`src/rtl/lsu_ctrl.sv`:
```
// Load/store unit controller: one outstanding data-memory access, lane shifting and load extension.
// Optional macro LSU_MISALIGN_TRAP_EN adds a misaligned-access trap and the misalign_o port.
module lsu_ctrl #(
  parameter int ADDR_W = 32
) (
  input  logic              clk_i,
  input  logic              rst_ni,
  input  logic              req_valid_i,
  input  logic              mem_read_i,
  input  logic              mem_write_i,
  input  logic [3:0]        mem_write_mask_i,
  input  logic [2:0]        funct3_i,
  input  logic [ADDR_W-1:0] addr_i,
  input  logic [31:0]       wdata_i,
  output logic              busy_o,
  output logic              done_o,
  output logic [31:0]       rdata_o,
  output logic              dmem_req_o,
  output logic              dmem_we_o,
  output logic [3:0]        dmem_be_o,
  output logic [ADDR_W-1:0] dmem_addr_o,
  output logic [31:0]       dmem_wdata_o,
  input  logic              dmem_gnt_i,
  input  logic              dmem_rvalid_i,
  input  logic [31:0]       dmem_rdata_i,
`ifdef LSU_MISALIGN_TRAP_EN
  output logic              misalign_o,
`endif
  output logic [1:0]        dbg_state_o
);

  // Handshake: dmem_req_o is held with stable addr/we/be/wdata until a cycle
  // where dmem_gnt_i is high; a load then waits for one dmem_rvalid_i pulse.
  typedef enum logic [1:0] {S_IDLE, S_REQ, S_WAIT, S_DONE} state_e;

  state_e              state_q, state_d;
  logic [ADDR_W-1:0]   addr_q, addr_d;
  logic [31:0]         wdata_q, wdata_d;
  logic [3:0]          mask_q, mask_d;
  logic [2:0]          funct3_q, funct3_d;
  logic                we_q, we_d;
  logic [31:0]         rdata_q, rdata_d;
  logic                accept;
  logic                mis_in;
  logic [31:0]         shifted;
  logic [31:0]         load_result;

  assign accept = (state_q == S_IDLE) && req_valid_i && (mem_read_i || mem_write_i);

`ifdef LSU_MISALIGN_TRAP_EN
  logic misalign_q;
  logic is_half;
  logic is_word;

  // Stores are sized by their lane mask, loads by funct3.
  assign is_half = mem_write_i ? (mem_write_mask_i == 4'b0011) : (funct3_i[1:0] == 2'b01);
  assign is_word = mem_write_i ? (mem_write_mask_i == 4'b1111) : (funct3_i == 3'b010);
  assign mis_in  = (is_half && addr_i[0]) || (is_word && (addr_i[1:0] != 2'b00));

  always_ff @(posedge clk_i or negedge rst_ni) begin
    if (!rst_ni) begin
      misalign_q <= 1'b0;
    end else begin
      misalign_q <= accept && mis_in;
    end
  end

  assign misalign_o = misalign_q;
`else
  assign mis_in = 1'b0;
`endif

  assign shifted = dmem_rdata_i >> {addr_q[1:0], 3'b000};

  always_comb begin
    load_result = 32'h0;
    case (funct3_q)
      3'b000:  load_result = {{24{shifted[7]}}, shifted[7:0]};
      3'b001:  load_result = {{16{shifted[15]}}, shifted[15:0]};
      3'b010:  load_result = dmem_rdata_i;
      3'b100:  load_result = {24'h0, shifted[7:0]};
      3'b101:  load_result = {16'h0, shifted[15:0]};
      default: load_result = 32'h0;
    endcase
  end

  always_comb begin
    state_d  = state_q;
    addr_d   = addr_q;
    wdata_d  = wdata_q;
    mask_d   = mask_q;
    funct3_d = funct3_q;
    we_d     = we_q;
    rdata_d  = rdata_q;
    case (state_q)
      S_IDLE: begin
        if (accept) begin
          addr_d   = addr_i;
          wdata_d  = wdata_i;
          mask_d   = mem_write_mask_i;
          funct3_d = funct3_i;
          we_d     = mem_write_i;
          state_d  = mis_in ? S_DONE : S_REQ;
        end
      end
      S_REQ: begin
        if (dmem_gnt_i) begin
          state_d = we_q ? S_DONE : S_WAIT;
        end
      end
      S_WAIT: begin
        if (dmem_rvalid_i) begin
          rdata_d = load_result;
          state_d = S_DONE;
        end
      end
      S_DONE: begin
        state_d = S_IDLE;
      end
      default: begin
        state_d = S_IDLE;
      end
    endcase
  end

  always_ff @(posedge clk_i or negedge rst_ni) begin
    if (!rst_ni) begin
      state_q  <= S_IDLE;
      addr_q   <= '0;
      wdata_q  <= 32'h0;
      mask_q   <= 4'h0;
      funct3_q <= 3'h0;
      we_q     <= 1'b0;
      rdata_q  <= 32'h0;
    end else begin
      state_q  <= state_d;
      addr_q   <= addr_d;
      wdata_q  <= wdata_d;
      mask_q   <= mask_d;
      funct3_q <= funct3_d;
      we_q     <= we_d;
      rdata_q  <= rdata_d;
    end
  end

  assign busy_o       = (state_q != S_IDLE);
  assign done_o       = (state_q == S_DONE);
  assign rdata_o      = rdata_q;
  assign dmem_req_o   = (state_q == S_REQ);
  assign dmem_we_o    = (state_q == S_REQ) && we_q;
  // Lanes shifted past byte 3 are dropped by the 4-bit result width.
  assign dmem_be_o    = ((state_q == S_REQ) && we_q) ? (mask_q << addr_q[1:0]) : 4'h0;
  assign dmem_addr_o  = {addr_q[ADDR_W-1:2], 2'b00};
  assign dmem_wdata_o = wdata_q << {addr_q[1:0], 3'b000};
  assign dbg_state_o  = state_q;

endmodule

```
`config.mk`:
```
export PLATFORM = sky130hd
export DESIGN_NAME = lsu_ctrl
export DESIGN_NICKNAME = d
export VERILOG_FILES = /design/src/rtl/lsu_ctrl.sv
export SDC_FILE = /design/constraint.sdc
export NUM_CORES = 1
export LEC_CHECK = 0
export CAP_MARGIN = 0
export CORE_MARGIN = 4
export CORE_UTILIZATION = 46
export CTS_BUF_LIST = sky130_fd_sc_hd__clkbuf_4
export DETAILED_ROUTE_END_ITERATION = 7
export MAX_ROUTING_LAYER = met4
export PLACE_DENSITY_LB_ADDON = 0.08
export SLEW_MARGIN = 20
export SYNTH_ARGS = -nofsm -noshare
export SYNTH_HDL_FRONTEND = slang
export SYNTH_SLANG_ARGS = --single-unit
export TNS_END_PERCENT = 30
```
`constraint.sdc`:
```
create_clock -name clk_i -period 2.5 [get_ports clk_i]
set_input_delay 0.25 -clock clk_i [delete_from_list [all_inputs] [get_ports clk_i]]
set_output_delay 0.25 -clock clk_i [all_outputs]
set_load 0.02 [all_outputs]
```
==> flow_summary.toml <==
[outcome]
outcome = "completed"

[logic_synthesis]
synth_xor_area_frac = 0
synth_top_area_frac = 0.472
netlist_top_cells_count = "106 x dfrtp_1, 73 x mux2_2, 37 x nand2_1, 32 x buf_4, 28 x mux2i_1"
synth_top_family_by_area = "multiplexers"
syn_area_um2 = 5620
synth_mux_area_frac = 0.232
yosys-top-cells-area = "dfrtp_1 47%, mux2_2 15%, mux2i_1 5.0%"
yosysMostFrequentCell = "dfrtp_1"
ys_ff_latch = 106
synth_cell_types = 36
synth-simple-area-share = 0.0766
synth.avg_cell_area_um2 = 11.7
synth-seq-area-share = 0.472
syn_inst = 481
async_flop_share = 1.00
synth_compound_area_frac = 0.119
synth_edf_count = 0
yosysTopAreaCell = "dfrtp_1"
synth_fa_ha_area_frac = 0.0111
ys.flop_type = "dfrtp_1"
ys_warn_count = 0

[clocking]
clk_path_buf_depth = 2
htree_levels = 3
cts.sinks = 106
clkLatencyLatePin_ps = 470
cts_made_buffers = 9
clkTransAtPathRegs_ps = 160
tritoncts = "built"
root_buffer = "clkbuf_4"

[route]
drc_errors = 0
drt_pass1_iterations = 4
routedWlPerCell_um = 18.8
final_antenna_net_count = 0
viasPerCell = 5.40
drt-initial-drc-count = 214
via_count = 4372
wirelength_mm = 15.2

[critical_path]
crit_cells = 4
crit_required_ps = 2250
critPathKind = "reg2out"
rr_worst_depth = 5
cp-start-kind = "flop"
reg2reg_slack_ps = 240
critical_path.top_delay_family = "buffers and inverters"
cp_max_fo = 23
path_cells = "buf_12, mux2i_1, nor2_1, clkdlybuf4s50_1"
cp.arrival_ps = 2090
path_buf_inv = 2
critical_path.slowest_cell = "clkdlybuf4s50_1"
slowest_delay_ps = 610
end_kind = "output port"

[power]
power_switching_share = 0.418
p_leak_nw = 3.56
p_clk_frac = 0.076
power_density_nw_per_um2 = 1270
switchingPower_w = 0.00419
ir_drop_mv = 1.14
sequentialPowerShare = 0.312
combPwrFrac = 0.612
intPower_w = 0.00583

[grt]
grt_pass1_vias = 4619
antenna_found_initial = 0
grt.total_usage = 0.226
grt_max_degree = 52
overflow = 0
grt_pass1_wl_mm = 24.5

[timing]
fin_hold_ws_ps = 274
skew_ps = 20.9
grt_setup_unrepaired = "no"
finalSetupTns_ps = 0
slew_violations = 0
slew_headroom = 0.437
fmax_mhz = 426
fin_crit_ps = 2340
finalSetupViolCount = 0
worstMarginPinSlew_ps = 844
period_share = 0.938
hold_violations = 0

[final_layout]
final_util = 0.659
layout.cells.non_filler = 810
area_growth_pct = 40.3
drive_gt1_frac = 0.192
antenna_cells = 0
nets = 774

[floorplan]
die_w_um = 118
num_io_pins = 216
die-area_um2 = 14000
core_um2 = 12000
initial_core_util = 0.469
rows = 40
fp.dieH_um = 118

[place]
dp.cells = 793
routabilityCongestion = 0.823
portBuffers = 213
dp_hpwl_mm = 11.3

[min_path]
hold_class = "in2async"

[flow_run]
drv_cap = 0
## through the flow
step | area, um2 | setup slack (ps) | power (W)
floorplan | 5620 | 548 | 0.00708
global placement | 7700 | 294 | 0.00922
detailed placement | 7700 | 198 | 0.00937
CTS | 7830 | 1.06 | 0.0102
global route | 7880 | 4.79 | 0.0107
finish | 7880 | 155 | 0.0100
## path summary, 6_finish.rpt
| path | start | end |
|---|---|---|
| min reg2reg | rdata_o[24] | rdata_o[24] |
| max in group asynchronous | rst_ni | addr_q[29] |
| max | addr_q[0] | dmem_wdata_o[9] |
| min in group clk_i | wdata_i[2] | wdata_q[2] |
| max reg2reg | addr_q[0] | rdata_o[31] |
| min | rst_ni | rdata_o[24] |
## layout by cell type, fill, tap and decap left out, drive strengths merged, types with 2 or more instances in the layout
cell / synthesis / layout
a211oi: 11 / 11
a21oi: 9 / 9
a221oi: 8 / 8
a22oi: 8 / 8
a2bb2oi: 8 / 8
and2: 9 / 9
buf: 53 / 17
clkbuf: 11 / 11
clkdlybuf4s50: 0 / 185
clkinv: 1 / 4
conb: 1 / 2
dfrtp: 106 / 106
dlygate4sd2: 0 / 7
dlymetal6s2s: 0 / 20
ha: 5 / 5
inv: 20 / 20
mux2: 73 / 73
mux2i: 28 / 28
mux4: 9 / 9
nand2: 37 / 37
nand3: 2 / 2
nor2: 26 / 26
nor2b: 12 / 12
nor3: 3 / 3
o21ai: 9 / 9
o221ai: 24 / 24
## layout make-up
| cell class | instances | area (um2) |
|---|---|---|
| Inverter | 21 | 78.8 |
| Timing Repair Buffer | 230 | 2380 |
| Sequential cell | 106 | 2660 |
| Clock inverter | 4 | 20.0 |
| Tap cell | 147 | 184 |
| Clock buffer | 11 | 82.6 |
| Fill cell | 972 | 4080 |
| Multi-Input combinational cell | 291 | 2480 |
## kinds of logic after synthesis
group,count (synthesis)
mux,110
flops,106
simple gates,94
buf+inv,85
compound gates,80
fa+ha+maj,5
other cells,1
## layer usage
metal  vias to the layer above  track usage  wire (um)
met4                         0       0.0644        167
met1                      2147        0.271       6080
met5                         -            -          0
met2                       169        0.377       7910
met3                        14       0.0612       1060
li1                       2042            -          -
## timing repair
action | CTS | global route
hold buffers | 1 | 0
gates resized for setup | 8 | 20
cloned | 0 | 0
buffers inserted | 1 | 0
endpoints found under the hold margin | 34 | 0
endpoints found under the setup margin | 28 | 20
pin swaps | 0 | 0
## flip-flops by register name, indices dropped and copies added, names as in the netlist
signal	cells
rdata_o	32
wdata_q	32
funct3_q	3
mask_q	4
dbg_state_o	2
we_q	1
addr_q	32
## power by group through the flow
stage | sequential (W) | combinational [W] | clock, W
3_5_place_dp | 0.00319 | 0.00619 | 0
5_1_grt | 0.00325 | 0.00657 | 0.000868
6_report | 0.00312 | 0.00613 | 0.000761
4_1_cts | 0.00312 | 0.00624 | 0.000799
3_3_place_gp | 0.00313 | 0.00608 | 0
2_1_floorplan | 0.00321 | 0.00386 | 0
## worst reg2reg max path, stage by stage, from the launching register on
cell and delay, ps:
dfrtp_4 580, buf_12 170, buf_4 230, nand2b_1 180
mux4_2 710, o221ai_1 300
Power figures use the tool's default switching activity.
==> patch 1 (same settings) <==
Take the reset off `wdata_q` and load it in a clocked block of its own.
--- a/src/rtl/lsu_ctrl.sv
+++ b/src/rtl/lsu_ctrl.sv
@@ -129,3 +129,2 @@
       addr_q   <= '0;
-      wdata_q  <= 32'h0;
       mask_q   <= 4'h0;
@@ -137,3 +136,2 @@
       addr_q   <= addr_d;
-      wdata_q  <= wdata_d;
       mask_q   <= mask_d;
@@ -143,2 +141,6 @@
     end
+  end
+
+  always_ff @(posedge clk_i) begin
+    wdata_q <= wdata_d;
   end
Check against the original RTL: not equivalent (Yosys sat finds a counterexample within 4 cycles, from zero or initial values and one cycle with rst_ni low).
==> patch 1 against the unedited design <==
- count of clock-buffer cells in the layout down 1
- wire length down 7.0%
- cell count down 4.0%
- total power down 10%
- global-route usage down 1.2 points
- non-clock buffer count up 2
- design area down 3.5%
- critical path depth unchanged
- first-iteration DRC count up 15%
- synthesized area down 3.9%
- clock power up 2%
- critical endpoint is now dmem_wdata_o[7]
- sequential cell count unchanged
- setup slack worse by 0.046 ns
- highest routed layer unchanged
- sequential power down 7.7%
==> patch 1: results (changes against the unedited design) <==
slowest CP cell clkdlybuf4s50_1; GR Util met1 25.3% (-1.7 points); met2 Track Usage GR 34.6% (-3.1 points); post-synth cell types 37 (+2.8%); EDFF count, synth 32 (+32); CTS H-tree depth 3 (unchanged); first-pass GRT wire length 21.6 mm (-12%); arrival time of the worst setup path 2.14 ns (+0.05 ns); slowest cell delay on critical path 0.60 ns; n_diodes 0 (unchanged); dpl hpwl 10.5 mm (-7.0%); M1 WL 5.49 mm (-9.7%); clock skew 0.00980 ns (-0.0111 ns); Worst Path Max Fanout 12 (-48%); final slew viol count 0 (unchanged); sequential cell power 2.88 mW (-7.7%); Starting DRT DRC Count 246 (+15%); Synth area leaders dfrtp_1 34%, edfxtp_1 18%, mux2_2 8.6%; count leader, synth dfrtp_1; Yosys warnings 0 (unchanged); Overall Global Routing Usage 21.4% (-1.2 points); number of global-route vias before repair 4293 (-7.1%); Wirelength per Cell 18.2 microns (-3.2%); initial antenna violation count 0 (unchanged); CTS Root Cell clkbuf_4; M3 GR Usage 5.13% (-0.99 points); status finished clean; P_int 5.24 mW (-10%); Layout fillers 886 (-8.8%); top layer used by detailed routing met4; Clock Latency Late Sink between 0.4 and 0.5 ns; Max rail drop VDD 0.669 mV (-41%); Clock Power Share 8.6% (+1.0 points); cell class contributing the biggest share of worst-path delay buffers and inverters; WL met3 1.13 mm (+6.3%); clock buffer depth 2 (unchanged); pin count of the biggest net entering global routing 52 (unchanged); Lkg Pwr 3.27 nW (-8.1%); Num CTS Buffers 9 (unchanged); met2 WL 7.15 mm (-9.6%); layout cells sized above 1 15.6% (-3.6 points); share of synthesized registers carrying an async set or reset 69.8% (-30 points); sequential fraction of the synthesis area 52.1% (+4.9 points); Commonest cells post-synth 74 x dfrtp_1, 41 x mux2_2, 37 x nand2_1; Least-Margin Pin Slew 1.02 ns (+0.173 ns); Switching Power 3.78 mW (-9.7%); worst r2r path cells 5 (unchanged); # nets final 745 (-3.7%); RePlAce Congestion 0.814 (-1.0%); Vias 4168 (-4.7%); # port buffers 213 (unchanged)
## patch 1: cell count changes after synthesis
cell      unedited run  this run
buf_2               16        12
dfrtp_1            106        74
edfxtp_1             0        32
inv_1               20        21
mux2_2              73        41
## patch 1: cell families after synthesis
kind of cell    after synthesis  share of synthesized area (%)
other cells                   1                         0.0695
flops                       106                           52.1
fa+ha+maj                     5                           1.16
buf+inv                      82                           8.78
mux                          78                           17.5
simple gates                 94                           7.97
compound gates               80                           12.4
## patch 1: layout make-up
class | count | share of cell area (%)
repair buffers | 232 | 30.2
well taps | 143 | 2.35
flip-flops and latches | 106 | 37.1
inverters | 22 | 1.09
multi-input cells | 259 | 27.9
clock buffers | 10 | 0.988
clock inverters | 6 | 0.428
## patch 1: metrics by stage
step | setup WS (ns) | cells | hold WS, ns | instance area, sq um
2_1_floorplan | 0.238 | 447 | -0.0456 | 5400
3_5_place_dp | 0.314 | 760 | 0.326 | 7460
6_report | 0.109 | 778 | 0.324 | 7600
3_3_place_gp | 0.371 | 760 | 0.321 | 7460
4_1_cts | 0.00807 | 778 | 0.285 | 7570
5_1_grt | 0.000330 | 778 | 0.273 | 7600
## patch 1: worst paths after layout
path	slack (ns)	to	startpoint
worst max-delay path	0.11	dmem_wdata_o[7]	addr_q[0]
worst min-delay path	0.32	rdata_o[22]	rst_ni
worst max register to register	0.46	dbg_state_o[1]	dbg_state_o[0]
worst min register to register	0.51	rdata_o[18]	rdata_o[18]
max in group asynchronous	1.51	addr_q[12]	rst_ni
min in group clk_i	0.33	wdata_q[25]	wdata_i[25]
## patch 1: repair_timing
| action | CTS | global route |
|---|---|---|
| setup endpoints to repair | 29 | 12 |
| resized for setup | 20 | 12 |
| endpoints found under the hold margin | 49 | 0 |
| hold buffers | 1 | 0 |
| setup buffers | 1 | 0 |
==> patch 2 (same flow settings) <==
Without the edit above. `ADDR_W`: 32 -> 48.
--- a/src/rtl/lsu_ctrl.sv
+++ b/src/rtl/lsu_ctrl.sv
@@ -3,3 +3,3 @@
 module lsu_ctrl #(
-  parameter int ADDR_W = 32
+  parameter int ADDR_W = 48
 ) (
Interface: changed (resized addr_i and dmem_addr_o); port bits go from 216 to 248. No check against the original RTL was run, so the function may have changed too.
==> patch 2 against the unedited design <==
- via count is 13% higher
- combinational power rose by 13%
- synthesized area grew 13%
- setup slack worse by 0.014 ns
- sequential share of layout area about the same
- sequential cell count is 16 higher
- fmax fell by 0.59%
- total power rose by 20%
- design area increased by 15%
- wire length is 16% higher
- critical endpoint is now busy_o
- largest cell class unchanged
- highest routed layer unchanged
==> patch 2: results (changes against the unedited design) <==
met2 Track Usage GR 38.3% (+0.62 points); Max rail drop VDD 0.832 mV (-27%); Synth area leaders dfrtp_1 48%, mux2_2 16%, buf_4 5.7%; arrival time of the worst setup path 2.11 ns (+0.02 ns); number of flip-flops under the largest register name 48; DRT antenna net count 0 (unchanged); clock buffer depth 2 (unchanged); max_cap viols 0 (unchanged); post-synth cell types 36 (unchanged); RePlAce Congestion 0.888 (+7.9%); post-synthesis mux area share 23.5% (+0.27 points); GR Util met1 27.9% (+0.85 points); # nets final 870 (+12%); Clock Latency Late Sink 0.53 ns (+0.06 ns); slowest cell delay on critical path 0.61 ns (about the same); top_reg_cell synth dfrtp_1; Worst Path Max Fanout 5 (-78%); CTS H-tree depth 4 (+1); number of global-route vias before repair 5378 (+16%); Lkg Pwr 3.97 nW (+12%); compound-cell area share of the yosys netlist 10.7% (-1.2 points); Starting DRT DRC Count 253 (+18%); hold_buf cts 1 (unchanged); Yosys top cell area share 48.3% (+1.1 points); share of synthesized registers carrying an async set or reset 100% (unchanged); post-synthesis xor/xnor area fraction 0% (unchanged); Post-CTS Setup Bufs 3 (+2); Switching Power 4.83 mW (+15%); n_diodes 0 (unchanged); Yosys warnings 0 (unchanged); sequential fraction of the synthesis area 48.3% (+1.1 points); Vias 4926 (+13%); Num CTS Buffers 17 (+8); first-pass GRT wire length 28.2 mm (+15%); slowest CP cell clkdlybuf4s50_1; DR pass1 iterations 6 (+2); PostCTS Resize Cnt 16 (+8); Adder-Cell Fraction of Synth Area 0.990% (-0.12 points); cell class contributing the biggest share of worst-path delay buffers and inverters; Commonest cells post-synth 122 x dfrtp_1, 89 x mux2_2, 48 x buf_4; layout cells sized above 1 22.8% (+3.6 points); Area after DPL 8620 sq um (+12%); worst hold path type in -> async; pin count of the biggest net entering global routing 51 (-1.9%); CTS Root Cell clkbuf_4; Wirelength per Cell 19.1 microns (+1.4%); Overall Global Routing Usage 23.4% (+0.86 points); M3 GR Usage 7.42% (+1.3 points); Rel. slew slack 45.2% (+1.5 points); Largest Register addr_q; R2R setup slack 0.27 ns (+0.03 ns); initial antenna violation count 0 (unchanged); clock transition at the registers of the reported paths 0.11 ns (-0.05 ns); clock skew 0.0145 ns (-0.00645 ns); # port buffers 245 (+15%); status finished clean; dpl hpwl 13.0 mm (+15%)
-- patch 2: area by class of cell --
cell class	instances	area, sq um
Fill cell	1045	4300
Sequential cell	122	3060
Timing Repair Buffer	270	2700
Multi-Input combinational cell	307	2690
Tap cell	176	220
Clock inverter	11	153
Clock buffer	20	150
Inverter	21	78.8
-- patch 2: final timing paths --
check | start | to | cells past startpoint
worst max-delay path | dbg_state_o[0] | busy_o | 4
worst min-delay path | rst_ni | rdata_o[5] | 2
worst max register to register | addr_q[0] | rdata_o[16] | 6
worst min register to register | rdata_o[23] | rdata_o[23] | 2
max in group asynchronous | rst_ni | addr_q[9] | 3
min in group clk_i | addr_i[23] | addr_q[23] | 2
-- patch 2: through the flow --
| step | setup slack (ns) | hold WS, ns | power [mW] | instances |
|---|---|---|---|---|
| after floorplan | 0.538 | -0.0456 | 8.03 | 531 |
| after global placement | 0.378 | 0.279 | 10.3 | 887 |
| after detailed placement | 0.276 | 0.282 | 10.5 | 887 |
| after CTS | -0.0463 | 0.235 | 12.1 | 922 |
| after global routing | -0.00000200 | 0.270 | 12.8 | 927 |
| final | 0.141 | 0.239 | 12.0 | 927 |
-- patch 2: routing by layer --
metal  wire length (microns)  share of wire, %  vias to the layer above
li1                        -                 -                     2270
met1                    6930                39                     2415
met2                    8960                51                      217
met3                    1490               8.4                       24
met4                     285               1.6                        0
met5                       0                 0                        -
-- patch 2: kinds of logic after synthesis --
family / count (synthesis)
buf+inv: 102
mux: 126
flops: 122
compound gates: 80
other cells: 1
fa+ha+maj: 5
simple gates: 94
-- patch 2: power groups by stage --
stage	logic [mW]	registers (mW)	clock network (mW)
finish	6.91	3.63	1.51
global route	7.38	3.75	1.65
CTS	6.89	3.63	1.56
detailed placement	6.83	3.67	0
global placement	6.68	3.64	0
floorplan	4.38	3.65	0
